--- src/rtl/updown_counter16.sv ---
// updown_counter16: WIDTH-bit synchronous up/down counter with clear, set-to-all-ones,
// parallel preload, count enable and selectable wrap or saturate at the terminal value.
// The registered overflow flag reports a count step that was blocked in saturate mode.
//
// Build option: define UCNT_STICKY_OVF_EN to make overflow sticky. Once set, it then
// holds through later counting and clears only on _areset, _aset or _load.
// With the macro undefined, overflow clears on the next successful step or wrap.
module updown_counter16 #(
  parameter int unsigned WIDTH = 16
) (
  input  logic             clk,
  input  logic             _areset,
  input  logic             _aset,
  input  logic             _load,
  input  logic [WIDTH-1:0] preld_val,
  input  logic             _updown,
  input  logic             _wrapstop,
  input  logic             _carry_in,
  output logic [WIDTH-1:0] dcount,
  output logic             overflow
);

  localparam logic [WIDTH-1:0] AllOnes  = {WIDTH{1'b1}};
  localparam logic [WIDTH-1:0] AllZeros = {WIDTH{1'b0}};
  localparam logic [WIDTH-1:0] One      = {{(WIDTH-1){1'b0}}, 1'b1};

  logic [WIDTH-1:0] count_q, count_d;
  logic             ovf_q, ovf_d;

  logic             at_term;
  logic [WIDTH-1:0] step_val;
  logic             ovf_after_step;

  // Terminal value depends on direction: all-ones going up, all-zeros going down.
  always_comb begin
    at_term  = _updown ? (count_q == AllOnes) : (count_q == AllZeros);
    step_val = _updown ? (count_q + One) : (count_q - One);
  end

  // Flag value after a successful step or wrap; the sticky build keeps a prior block.
  always_comb begin
`ifdef UCNT_STICKY_OVF_EN
    ovf_after_step = ovf_q;
`else
    ovf_after_step = 1'b0;
`endif
  end

  // Next-state selection in priority order: reset, set, load, count.
  always_comb begin
    count_d = count_q;
    ovf_d   = ovf_q;
    if (_areset) begin
      count_d = AllZeros;
      ovf_d   = 1'b0;
    end else if (_aset) begin
      count_d = AllOnes;
      ovf_d   = 1'b0;
    end else if (_load) begin
      count_d = preld_val;
      ovf_d   = 1'b0;
    end else if (_carry_in) begin
      if (at_term && !_wrapstop) begin
        // Saturate: the count holds and the blocked step is flagged.
        count_d = count_q;
        ovf_d   = 1'b1;
      end else begin
        // Modulo arithmetic covers both the normal step and the wrap.
        count_d = step_val;
        ovf_d   = ovf_after_step;
      end
    end
  end

  // State register with synchronous active-high reset folded into next-state logic.
  always_ff @(posedge clk) begin
    count_q <= count_d;
    ovf_q   <= ovf_d;
  end

  assign dcount   = count_q;
  assign overflow = ovf_q;

endmodule

--- config.mk ---
export PLATFORM = sky130hd
export DESIGN_NAME = updown_counter16
export DESIGN_NICKNAME = d
export VERILOG_FILES = /design/src/rtl/updown_counter16.sv
export SDC_FILE = /design/constraint.sdc
export NUM_CORES = 1
export LEC_CHECK = 0
export CORE_ASPECT_RATIO = 1.1
export CORE_MARGIN = 1
export CORE_UTILIZATION = 47
export DETAILED_ROUTE_END_ITERATION = 12
export MAX_ROUTING_LAYER = met4
export PLACE_DENSITY = 0.88
export SYNTH_ARGS = -nofsm -noshare
export SYNTH_HDL_FRONTEND = slang
export SYNTH_SLANG_ARGS = --single-unit
export TNS_END_PERCENT = 50
--- constraint.sdc ---
create_clock -name clk -period 2.7 [get_ports clk]
set_input_delay 0.27 -clock clk [delete_from_list [all_inputs] [get_ports clk]]
set_output_delay 0.27 -clock clk [all_outputs]
set_load 0.05 [all_outputs]
# Yosys cells after proc, flatten, opt, wreduce, memory -nomap -nowiden
# Index checks and enable logic that the tools add are counted.
[word_totals]
regBits = 17
input_bits = 23
out_inout_bits = 17
wordCells = 19
[classes]
n_addsub = 2
eq_ne = 2
muxes = 7
reduce_logical = 6
[ops]
columns = ["operator", "n"]
rows = [
  ["$mux 16", 5],
  ["$add 16x1->16 const B", 1],
  ["$eq 16x16->1 const B", 1],
  ["$logic_not 16->1", 1],
  ["$sub 16x1->16 const B", 1],
  ["$ne 3x3->1 const B", 1],
  ["$reduce_bool 3->1", 1],
  ["$reduce_or 3->1", 1],
  ["$mux 1", 2],
  ["$reduce_and 2->1", 1],
  ["$logic_and 1x1->1", 1],
  ["$logic_not 1->1", 1],
]

# Depth between registers and ports, before layout
[depth]
ltp_word = 7
mapped_depth = 9
mapped_depth_nobuf = 8

# Least setup slack after synthesis
# No wires, ideal clock.
[synth_timing]
path_kind = "reg2reg"
from = "reg count_q[0] (netlist: dcount[0])"
to = "reg count_q[10] (netlist: dcount[10])"
setup_time_ns = 0.091
t_arrival_ns = 2.387
required_ns = 2.609
slack_ns = 0.222
stages_incl_launch_ff = 9
path_buffers = 0
synth_period_minus_slack_ns = 2.478
cell_sequence = "dfxtp_1 > inv_1 > fa_1 > nor2b_1 > o31ai_1 > a211oi_1 > or3_1 > nand3_1 > a311oi_1"
[synth_via]
elab_chain_len = 6
word_cells_on_any_way = 13
cone_classes = "2 x add/sub; 2 x eq/ne; 6 x mux; 3 x reduce/logical"
[synth_rtl]
columns = ["item", "line_no", "rtl"]
rows = [
  ["start: declaration", "27", "logic [WIDTH-1:0] count_q, count_d;"],
  ["start signal: assignment", "77", "count_q <= count_d;"],
  ["$sub 16x1->16 or $add 16x1->16 (tied branches)", "37", "step_val = _updown ? (count_q + One) : (count_q - One);"],
  ["$mux 16", "37", ""],
  ["$mux 16", "63", "if (at_term && !_wrapstop) begin"],
  ["$mux 16", "62", "end else if (_carry_in) begin"],
  ["$mux 16", "59", "end else if (_load) begin"],
  ["$mux 16", "56", "end else if (_aset) begin"],
]
# Several ways; a longest one is shown, not always the timed one. The select of a mux whose other input is x is not followed.
# A chain may end at the register's enable or synchronous reset.

# Worst setup path after layout
[layout_timing]
from = "in _updown"
to = "reg count_q[15] (netlist: dcount[15])"
[layout_via]
elab_chain_len = 5
word_cells_on_any_way = 9
cone_classes = "1 x eq/ne; 6 x mux; 2 x reduce/logical"
[layout_rtl]
columns = ["item", "line_no", "rtl"]
rows = [
  ["start: declaration", "16", "input logic _updown,"],
  ["$mux 16", "37", ""],
  ["$mux 16", "63", ""],
  ["$mux 16", "62", ""],
  ["$mux 16", "59", ""],
  ["$mux 16", "56", ""],
]
# Several ways; a longest one is shown, not always the timed one. The select of a mux whose other input is x is not followed.

==> summary.txt <==
buffer and inverter count on the worst path = 3
die width = 58.3 µm
cell mode on critical path = o21ai_0
total number of vias = 2005
Critical Path Stages = 10
postcts setup bufs = 0
CTS tree = yes
Setup crit end = dcount[15]
grt ovf = 0
Crit path required time = 2.94 ns
Post-synth EDFFs = 0
R2R setup slack = 0.46 ns
CP Capture Type = flop
initial antenna violation count = 0
Most Crowded Layer GR = met2
TritonCTS Sinks = 17
Fin. Hold Viols = 0
Slew headroom = 64.9%
Port Buffers = 39
routed length per instance = 15.2 µm
gpl congestion = 0.959
sequential fraction of the synthesis area = 20.7%
cells after synthesis = 219
row cnt = 22
Period minus WS final = 2.42 ns
Worst-Skew Late Latency = 0.31 ns
Post-synth ARST share = 0%
Resized Gates After CTS = 0
critical path class = in2reg
Post-DRT Antenna Nets = 0
Root Driver = clkbuf_4
Pre-antenna DRT Iters = 5
RSZ-0062 raised after global routing = false
met3 Usage GRT = 2.23%
Critical Path Fanout Max = 9
Placed Cells = 321
clk_skew = 0.0121 ns
top-area cell type share of the netlist area = 20.7%
Synth Register Bits = 17
Initial Util = 49.2%
die area = 3730 µm²
# setup viols final = 0
grt met2 use = 46.3%
post-synthesis compound-gate area fraction = 32.5%
synth top area cells = dfxtp_1 21%, ha_1 11%, o21ai_0 8.5%, a21oi_1 5.5%, a211oi_1 5.0%
Max-Cap Viols = 0
final cell count without fillers = 325
Reg clk slew, reported paths = 0.11 ns
Yosys top cell by area = dfxtp_1
Via density = 6.17
Worst path slowest cell = or4_1
H-tree depth = 1
Arr. time, crit path = 2.65 ns
WL final = 4940 µm
Slew Limit Fails = 0
largest family of logic cells by synthesized area = compound AO/OA/AOI/OAI gates
Fin Setup TNS = 0 ns
post-synthesis simple-gate area fraction = 24.8%
# nets final = 316
largest net degree at the start of global routing = 25
Commonest cells post-synth = 28 x o21ai_0, 22 x nor2_1, 18 x a21oi_1
Most used DFF post-synth = dfxtp_1
dpl cell area = 2230 µm²
Max Buffers Root-to-Sink = 2
DRC Markers = 0
FF-to-FF Start = dcount[0]
critical path startpoint = _updown
most frequent cell after synthesis = o21ai_0
worst-path cell chain = clkdlybuf4s50_1 > inv_1 > buf_12 > ha_1 > a21oi_1 > o21ai_0 > or4_1 > o21ai_0 > o41ai_1 > a31oi_1
worst vdd ir = 306 µV
Syn Area/Cell = 7.49 µm²
Core Area = 3330 µm²
hpwl dp = 3850 µm
Pleak = 0.934 nW
period utilization = 89.6%
CTS buffer count = 3
area delta synth->final = 37.7%
Post-Syn Area = 1640 µm²
GRT Overall Usage = 29.0%
hold_buf cts = 0
Top-Level Pins = 40
first-pass GRT wire length = 8310 µm
worst reg2reg path depth = 9
vias in the first global route = 1846
iteration-0 DRC count of the detailed router = 120
met1 GRT Util = 36.5%
Mapped Nets = 257
XOR/XNOR Fraction of Synth Area = 3.20%
Pwr Total = 1.01 mW
Hold WC Path Type = reg2reg
Achievable Freq = 0.414 GHz
fin area = 2260 µm²
CP Launch Type = input pin
reg2reg end = dcount[14]
synth unique cells = 46
Adder-Cell Fraction of Synth Area = 11.9%
Tightest Pin Transition = 0.524 ns
status = finished, final reports clean
multiplexer share of the synthesized area = 1.83%
Worst path top cell family by delay = compound AO/OA/AOI/OAI gates
share of layout cells above drive strength 1 = 12.3%
Die Height = 64.0 µm
pwr/cell area = 449 nW/µm²
slowest cell delay on critical path = 0.50 ns
ANT cells = 0
Synth Warn # = 0
==> where the power goes <==
| part | internal, mW | total (mW) | leakage (nW) | switching [mW] |
|---|---|---|---|---|
| Clock | 0.0552 | 0.154 | 0.0177 | 0.0985 |
| Combinational | 0.242 | 0.550 | 0.773 | 0.308 |
| Sequential | 0.275 | 0.311 | 0.143 | 0.0363 |
| Total | 0.572 | 1.01 | 0.934 | 0.443 |
==> registers in the layout (all words and copies together), names as in the netlist <==
signal,count
dcount,16
overflow,1
==> cell type report <==
class | count | area, µm²
Multi-Input combinational cell | 185 | 1220
Fill cell | 257 | 1070
Clock inverter | 1 | 5.00
Sequential cell | 17 | 340
Tap cell | 48 | 60.1
Clock buffer | 3 | 22.5
Timing Repair Buffer | 63 | 583
Inverter | 8 | 30.0
==> worst min-delay path, stage by stage, from the launching register on <==
cell and delay, ns:
dfxtp_1 0.33, nor2_1 0.09, nor3_1 0.04
==> layout by cell type (no fill, tap or decap), types with 4 or more instances in the layout <==
| master | instances |
|---|---|
| ha_1 | 14 |
| a31oi_1 | 4 |
| xor2_1 | 4 |
| buf_4 | 23 |
| dfxtp_1 | 17 |
| o21ai_0 | 28 |
| nand3_1 | 6 |
| a211oi_1 | 11 |
| a21oi_1 | 18 |
| inv_1 | 8 |
| a21o_1 | 4 |
| nor3_1 | 6 |
| nand2_1 | 15 |
| clkdlybuf4s50_1 | 39 |
| nand4_1 | 5 |
| nor4_1 | 5 |
| nor2_1 | 22 |
==> stage by stage <==
stage,utilization (%),setup slack (ns),hold WS (ns)
2_1_floorplan,-,0.222,0.431
3_3_place_gp,67.0,0.0457,0.484
3_5_place_dp,67.0,-0.0111,0.485
4_1_cts,67.8,0.312,0.502
5_1_grt,67.8,0.125,0.551
6_report,67.8,0.282,0.502
==> logic make-up (layout without fill, tap and decap cells) <==
| logic type | count (synthesis) | count (layout) |
|---|---|---|
| compound gates | 84 | 84 |
| simple gates | 77 | 77 |
| flops | 17 | 17 |
| buf+inv | 17 | 75 |
| fa+ha+maj | 15 | 15 |
| xor+xnor | 6 | 6 |
| mux | 3 | 3 |
==> how the worst min path moves through the flow <==
stage | cells after the start | startpoint | slack, ns | to
after detailed placement | 2 | overflow | 0.49 | overflow
after CTS | 2 | overflow | 0.50 | overflow
after floorplan | 2 | preld_val[15] | 0.43 | dcount[15]
final | 2 | overflow | 0.50 | overflow
after global routing | 3 | preld_val[8] | 0.55 | dcount[8]
after global placement | 2 | overflow | 0.48 | overflow
==> layer usage <==
layer | part of all wire [%] | vias up
met5 | 0 | -
met4 | 3.7 | 0
met3 | 6.9 | 20
met2 | 47 | 92
met1 | 42 | 937
li1 | - | 956
Power figures use the tool's default switching activity.
